`src/rtl/alu_pkg.sv`:
```
// Shared ALU constants: opcode encodings, opcode width and the sequencer state encoding.
package alu_pkg;

  localparam int NB_OP = 6;

  localparam logic [NB_OP-1:0] OP_ADD = 6'b100000;
  localparam logic [NB_OP-1:0] OP_SUB = 6'b100010;
  localparam logic [NB_OP-1:0] OP_AND = 6'b100100;
  localparam logic [NB_OP-1:0] OP_OR  = 6'b100101;
  localparam logic [NB_OP-1:0] OP_XOR = 6'b100110;
  localparam logic [NB_OP-1:0] OP_SRA = 6'b000011;
  localparam logic [NB_OP-1:0] OP_SRL = 6'b000010;
  localparam logic [NB_OP-1:0] OP_NOR = 6'b100111;

  localparam logic [2:0] ST_LOAD_A  = 3'd0;
  localparam logic [2:0] ST_LOAD_B  = 3'd1;
  localparam logic [2:0] ST_LOAD_OP = 3'd2;
  localparam logic [2:0] ST_WAIT    = 3'd3;
  localparam logic [2:0] ST_RESULT  = 3'd4;

endpackage

```
`src/rtl/alu_op_check.sv`:
```
// Combinational legal-opcode decoder; used by alu_sequencer only when ALU_SEQ_OPCHK_EN is defined.
module alu_op_check
  import alu_pkg::*;
(
  input  logic [NB_OP-1:0] i_op,
  output logic             o_legal
);

  always_comb begin
    case (i_op)
      OP_ADD, OP_SUB, OP_AND, OP_OR,
      OP_XOR, OP_SRA, OP_SRL, OP_NOR: o_legal = 1'b1;
      default:                        o_legal = 1'b0;
    endcase
  end

endmodule

```
`src/rtl/alu_sequencer.sv`:
```
// Byte-stream front end for the 8-bit ALU: loads A, B, opcode, waits RESULT_LAT, returns result.
// Define ALU_SEQ_OPCHK_EN to reject illegal opcodes with o_res_err instead of forwarding them.
module alu_sequencer #(
  parameter int NB_DATA    = 8,
  parameter int RESULT_LAT = 1
) (
  input  logic               i_clk,
  input  logic               i_reset,
  input  logic               i_flush,
  input  logic               i_valid,
  input  logic [NB_DATA-1:0] i_data,
  output logic               o_ready,
  output logic [NB_DATA-1:0] o_alu_data,
  output logic               o_alu_enable_1,
  output logic               o_alu_enable_2,
  output logic               o_alu_enable_3,
  input  logic [NB_DATA-1:0] i_alu_data,
  input  logic               i_alu_carry,
  input  logic               i_alu_zero,
  output logic               o_res_valid,
  input  logic               i_res_ready,
  output logic [NB_DATA-1:0] o_res_data,
  output logic               o_res_carry,
  output logic               o_res_zero,
  output logic               o_res_err,
  output logic [2:0]         o_dbg_state
);
  import alu_pkg::*;

  // Both ports transfer on the edge where valid & ready are high; valid never waits on ready.
  logic [2:0]         r_state;
  logic [2:0]         w_next_state;
  logic               r_ready;
  logic [NB_DATA-1:0] r_alu_data;
  logic               r_en_1, r_en_2, r_en_3;
  logic [3:0]         r_cnt;
  logic               r_res_valid;
  logic [NB_DATA-1:0] r_res_data;
  logic               r_res_carry, r_res_zero, r_res_err;
  logic               w_accept;
  logic               w_handshake;
  logic               w_op_legal;

  assign w_accept    = i_valid & r_ready;
  assign w_handshake = r_res_valid & i_res_ready;

`ifdef ALU_SEQ_OPCHK_EN
  alu_op_check u_op_check (
    .i_op    (i_data[NB_OP-1:0]),
    .o_legal (w_op_legal)
  );
`else
  assign w_op_legal = 1'b1;
`endif

  always_comb begin
    w_next_state = r_state;
    if (i_flush) begin
      w_next_state = ST_LOAD_A;
    end else begin
      case (r_state)
        ST_LOAD_A:  if (w_accept) w_next_state = ST_LOAD_B;
        ST_LOAD_B:  if (w_accept) w_next_state = ST_LOAD_OP;
        ST_LOAD_OP: if (w_accept) w_next_state = w_op_legal ? ST_WAIT : ST_RESULT;
        ST_WAIT:    if (r_cnt == 4'd0) w_next_state = ST_RESULT;
        ST_RESULT:  if (w_handshake) w_next_state = ST_LOAD_A;
        default:    w_next_state = ST_LOAD_A;
      endcase
    end
  end

  // o_ready is registered so it stays low while reset is asserted.
  always_ff @(posedge i_clk or negedge i_reset) begin
    if (!i_reset) begin
      r_state     <= ST_LOAD_A;
      r_ready     <= 1'b0;
      r_alu_data  <= '0;
      r_en_1      <= 1'b0;
      r_en_2      <= 1'b0;
      r_en_3      <= 1'b0;
      r_cnt       <= 4'd0;
      r_res_valid <= 1'b0;
      r_res_data  <= '0;
      r_res_carry <= 1'b0;
      r_res_zero  <= 1'b0;
      r_res_err   <= 1'b0;
    end else begin
      r_state <= w_next_state;
      r_ready <= (w_next_state == ST_LOAD_A) || (w_next_state == ST_LOAD_B) ||
                 (w_next_state == ST_LOAD_OP);
      r_en_1  <= 1'b0;
      r_en_2  <= 1'b0;
      r_en_3  <= 1'b0;
      if (w_accept && !i_flush) begin
        r_alu_data <= i_data;
        r_en_1     <= (r_state == ST_LOAD_A);
        r_en_2     <= (r_state == ST_LOAD_B);
        r_en_3     <= (r_state == ST_LOAD_OP) && w_op_legal;
      end
      if (i_flush) begin
        r_cnt       <= 4'd0;
        r_res_valid <= 1'b0;
        r_res_data  <= '0;
        r_res_carry <= 1'b0;
        r_res_zero  <= 1'b0;
        r_res_err   <= 1'b0;
      end else begin
        case (r_state)
          ST_LOAD_OP: begin
            if (w_accept && w_op_legal) begin
              r_cnt <= 4'(RESULT_LAT);
            end else if (w_accept) begin
              r_res_valid <= 1'b1;
              r_res_data  <= '0;
              r_res_carry <= 1'b0;
              r_res_zero  <= 1'b0;
              r_res_err   <= 1'b1;
            end
          end
          ST_WAIT: begin
            if (r_cnt == 4'd0) begin
              r_res_valid <= 1'b1;
              r_res_data  <= i_alu_data;
              r_res_carry <= i_alu_carry;
              r_res_zero  <= i_alu_zero;
              r_res_err   <= 1'b0;
            end else begin
              r_cnt <= r_cnt - 4'd1;
            end
          end
          ST_RESULT: if (w_handshake) r_res_valid <= 1'b0;
          default: ;
        endcase
      end
    end
  end

  // A flush also kills an enable pulse already in flight this cycle.
  assign o_alu_enable_1 = r_en_1 & ~i_flush;
  assign o_alu_enable_2 = r_en_2 & ~i_flush;
  assign o_alu_enable_3 = r_en_3 & ~i_flush;
  assign o_ready        = r_ready;
  assign o_alu_data     = r_alu_data;
  assign o_res_valid    = r_res_valid;
  assign o_res_data     = r_res_data;
  assign o_res_carry    = r_res_carry;
  assign o_res_zero     = r_res_zero;
  assign o_res_err      = r_res_err;
  assign o_dbg_state    = r_state;

endmodule

```
`config.mk`:
```
export PLATFORM = sky130hd
export DESIGN_NAME = alu_sequencer
export DESIGN_NICKNAME = d
export VERILOG_FILES = /design/src/rtl/alu_pkg.sv /design/src/rtl/alu_op_check.sv /design/src/rtl/alu_sequencer.sv
export SDC_FILE = /design/constraint.sdc
export NUM_CORES = 1
export LEC_CHECK = 0
export BUFFER_PORTS_ARGS = -buffer_cell sky130_fd_sc_hd__buf_2
export CORE_MARGIN = 1.5
export CORE_UTILIZATION = 43
export CTS_CLUSTER_DIAMETER = 30
export DETAILED_ROUTE_END_ITERATION = 16
export GPL_TIMING_DRIVEN = 0
export PLACE_DENSITY = 0.81
export SLEW_MARGIN = 10
export SYNTH_ARGS = -nofsm -noshare
export SYNTH_HDL_FRONTEND = slang
export SYNTH_SLANG_ARGS = --single-unit
```
`constraint.sdc`:
```
create_clock -name i_clk -period 2.73 [get_ports i_clk]
set_input_delay 0.6825 -clock i_clk [delete_from_list [all_inputs] [get_ports i_clk]]
set_output_delay 0.6825 -clock i_clk [all_outputs]
set_load 0.01 [all_outputs]
```
# == Yosys cells after proc, flatten, opt, wreduce, memory -nomap -nowiden ==
# Index checks and enable logic that the tools add are counted.
# totals
in_bits,23
ff_bits,31
word_cells,73
# classes
muxes,30
reduce_logical,14
n_eq_ne,10
n_bitwise,6
addsub,1
# ops
op,count
two-way mux 8 bit,3
two-way mux 3 bit,6
two-way mux 1 bit,15
case mux 3 bit (5 select lines),1
two-way mux 4 bit,3
"!= test 3 bit, second input constant",4
"equality test 3 x 2 -> 1 bit, second input constant",3
case mux 4 bit (2 select lines),1
"equality test 3 x 1 -> 1 bit, second input constant",2
zero test 3 bit,2
AND reduction 3 bit,2
nonzero test 3 bit,2
bitwise AND 1 bit,5
zero test 4 bit,1
nonzero test 2 bit,2
"subtractor 4 x 1 -> 4 bit, second input constant",1
"equality test 3 bit, second input constant",1
logical OR 1 bit,2
case mux 1 bit (2 select lines),1
AND reduction 2 bit,1
logical AND 1 bit,1
zero test 1 bit,1
NOT 1 bit,1

# == Depth between registers and ports, before layout ==
# logic_depth
ltp_word,7
depth_mapped,6
depth_no_buf,5

# == Least setup slack after synthesis ==
# No wires, ideal clock.
# synth_timing
path_type,in2out
start,in i_flush
end,out o_alu_enable_1
required_time_ns,2.047
path_stages,3
path_slack_ns,0.836
t_arrival_ns,1.211
cell_sequence,buf_2 > clkbuf_1 > nor2b_1
# synth_via
elab_chain_cells,2
# synth_lines
element,line,text
from (decl),alu_sequencer.sv:9,"input logic i_flush,"
NOT 1 bit,alu_sequencer.sv:139,assign o_alu_enable_1 = r_en_1 & ~i_flush;
bitwise AND 1 bit,alu_sequencer.sv:139,
to (decl),alu_sequencer.sv:14,"output logic o_alu_enable_1,"
# Every way passes these cells.

# == Worst setup path in the final report ==
# layout_timing
start,in i_flush
end,out o_alu_enable_3
# layout_via
elab_chain_cells,2
# layout_lines
element,line,text
NOT 1 bit,alu_sequencer.sv:141,assign o_alu_enable_3 = r_en_3 & ~i_flush;
bitwise AND 1 bit,alu_sequencer.sv:141,
to (decl),alu_sequencer.sv:16,"output logic o_alu_enable_3,"
# Every way passes these cells.

==> impl_metrics.env <==
export IMPL_status="finished, final reports clean"
export IMPL_ant_nets=0
export IMPL_hpwlAfterDp_um=2270
export IMPL_start_util_pct=45.6
export IMPL_slowest_delay_ns=0.39
export IMPL_fmax_ghz=0.460
export IMPL_p_leak_nw=0.840
export IMPL_dieArea_mm2=0.00365
export IMPL_rows=20
export IMPL_timing_rr_start="r_cnt[0]$_DFFE_PN0P_"
export IMPL_io_buffers=47
export IMPL_ys_seq_area_share_pct=53.0
export IMPL_r2r_cells=6
export IMPL_clkTransAtPathRegs_ns=0.09
export IMPL_cts_tree="built"
export IMPL_cts_max_path_buffers=2
export IMPL_postCtsResizedCells=0
export IMPL_busiest_layer="met2"
export IMPL_use_met1_pct=24.1
export IMPL_firstDrtPassIters=4
export IMPL_cts_buffers=5
export IMPL_met2_usage_pct=30.6
export IMPL_final_common_cell="buf_2"
export IMPL_grt_use_total_pct=19.5
export IMPL_drive_gt1_share_pct=39.9
export IMPL_syn_cell_area_mm2=0.00142
export IMPL_skew_ns=0.00304
export IMPL_io_pins=50
export IMPL_root_buffer="clkbuf_4"
export IMPL_synthCells=133
export IMPL_coreArea_mm2=0.00310
export IMPL_layout_common_cells="buf_2 (52), dfrtp_1 (30), a21oi_1 (13)"
export IMPL_drc_errors=0
export IMPL_grtUsageMet3_pct=8.74
export IMPL_cp_slowest_cell="clkbuf_1"
export IMPL_post_cts_buffers=0
export IMPL_cp_top_family="buffers and inverters"
export IMPL_rsz0062_at_grt="false"
export IMPL_period_minus_slack_ns=2.17
export IMPL_reg2reg_slack_ns=1.00
export IMPL_wirelength_um=3090
export IMPL_finalCritPeriodShare_pct=79.6
export IMPL_path_class="input port to primary output"
export IMPL_slew_limit_headroom_pct=56.4
export IMPL_avgSynthCellArea_um2=10.6
export IMPL_grt_pass1_vias=1146
export IMPL_power_uw=917
export IMPL_cts_sinks=30
export IMPL_dpl_cell_area_mm2=0.00171
export IMPL_worstSetupPathDepth=4
export IMPL_setup_viol=0
export IMPL_synth_edf_count=0
export IMPL_endpoint_kind="primary output"
export IMPL_finalInstanceArea_mm2=0.00177
export IMPL_avgRoutedWirePerCell_um=13.3
export IMPL_powerDensity_mw_per_mm2=519
export IMPL_min_path_type="input port to async pin"
export IMPL_final_max_slew_violation_count=0
export IMPL_gp_congestion=0.799
export IMPL_die_y_um=60.4
export IMPL_fin_tns_setup_ns=0
export IMPL_cpMostUsedCell="buf_2"
export IMPL_fp_dieW_um=60.4
export IMPL_layout_setup_ws_ns=0.558
export IMPL_clk_latency_ns=0.33
export IMPL_grt_overflow_total=0
export IMPL_crit_required_ns=2.05
export IMPL_htree_num_levels=2
export IMPL_synth_top_flop_cell="dfrtp_1"
export IMPL_async_reset_ff_share_pct=100
export IMPL_hold_viol=0
export IMPL_grt_max_degree=31
export IMPL_worstSetupStartpointType="input port"
export IMPL_worst_pin_slew_ns=0.655
export IMPL_ys_warn_count=0
export IMPL_cts_hold_buf=0
export IMPL_antenna_found_initial=0
export IMPL_vias=1212
export IMPL_layout_nets=211
export IMPL_ys_seq_elements=30
export IMPL_place_ws_ns=0.546
export IMPL_peakVddDrop_mv=0.363
export IMPL_path_cells="buf_2 > clkbuf_1 > nor2b_1 > buf_2"
export IMPL_crit_fanout=10
export IMPL_syn_nets=157
export IMPL_critPathArrivalTime_ns=1.49
export IMPL_via_per_inst=5.22
export IMPL_cp_num_buf_inv=3
export IMPL_grt_first_pass_wirelength_um=5180
export IMPL_cap_violations=0
export IMPL_drt_iter0_markers=97
export IMPL_reg2reg_to="o_res_carry$_DFFE_PN0P_"
export IMPL_synthDistinctLibCells=38
export IMPL_area_delta_synth_final_pct=24.7
export IMPL_n_antenna_cell=0
==> layer usage <==
layer  up-vias  part of all wire [%]
met5         -                     0
met4         0                  0.97
met3         3                   8.3
met2        48                    46
met1       580                    45
li1        581                     -
==> where the power goes <==
group / leakage [nW] / switching [mW] / total (mW) / internal (mW)
logic: 0.412 / 0.0813 / 0.152 / 0.0705
registers: 0.393 / 0.0175 / 0.490 / 0.472
clock network: 0.0353 / 0.150 / 0.275 / 0.125
total: 0.840 / 0.249 / 0.917 / 0.667
==> synthesized netlist by cell type (2+ instances only) <==
master | count | area share, %
nand2_1 | 6 | 1.6
buf_4 | 3 | 1.6
nand3_1 | 12 | 4.2
o21ai_0 | 12 | 4.2
nand2b_1 | 2 | 0.88
dfrtp_1 | 30 | 53
inv_1 | 3 | 0.79
a21oi_1 | 13 | 4.6
nor3_1 | 3 | 1.1
nor2b_1 | 3 | 1.3
mux2_2 | 8 | 6.4
clkbuf_1 | 3 | 0.79
or3_1 | 3 | 1.3
buf_2 | 5 | 1.8
nor2_1 | 4 | 1.1
==> worst max-delay path by stage <==
stage               slack, ns  startpoint              to
CTS                      0.54     i_flush  o_alu_enable_3
detailed placement       0.55     i_flush  o_alu_enable_3
finish                   0.56     i_flush  o_alu_enable_3
global route             0.48     i_flush  o_alu_enable_3
global placement         0.56     i_flush  o_alu_enable_3
floorplan                0.84     i_flush  o_alu_enable_1
==> final cells by class <==
| type | instances | area (µm²) |
|---|---|---|
| Sequential cell | 30 | 751 |
| Timing Repair Buffer | 47 | 235 |
| Fill cell | 317 | 1340 |
| Clock inverter | 1 | 5.00 |
| Tap cell | 44 | 55.1 |
| Buffer | 11 | 58.8 |
| Multi-Input combinational cell | 88 | 592 |
| Clock buffer | 7 | 55.1 |
| Inverter | 4 | 15.0 |
==> cells by family (layout without fill, tap and decap cells) <==
group / count (synthesis) / in the layout / synth area share [%]
buffers and inverters: 15 / 70 / 5.21
other: 1 / 1 / 0.265
flip-flops: 30 / 30 / 53.0
adder cells (fa/ha/maj): 1 / 1 / 0.883
AND/OR/NAND/NOR: 43 / 43 / 17.5
AO/OA/AOI/OAI: 34 / 34 / 16.0
multiplexers: 9 / 9 / 7.16
==> per-stage QoR <==
stage / instances / hold slack [ns] / utilization (%)
detailed placement: 224 / 0.493 / 55.0
global route: 232 / 0.410 / 56.9
floorplan: 133 / 0.387 / -
global placement: 224 / 0.483 / 55.0
finish: 232 / 0.369 / 56.9
CTS: 232 / 0.385 / 56.9
==> state kept, by name, indices dropped and copies added (netlist names) <==
signal / cells
o_dbg_state: 3
o_res_carry: 1
r_en_2: 1
o_res_zero: 1
r_cnt: 4
o_alu_data: 8
r_en_3: 1
o_res_valid: 1
o_res_data: 8
r_en_1: 1
o_ready: 1
No activity file was read; power rests on OpenSTA's default activity.
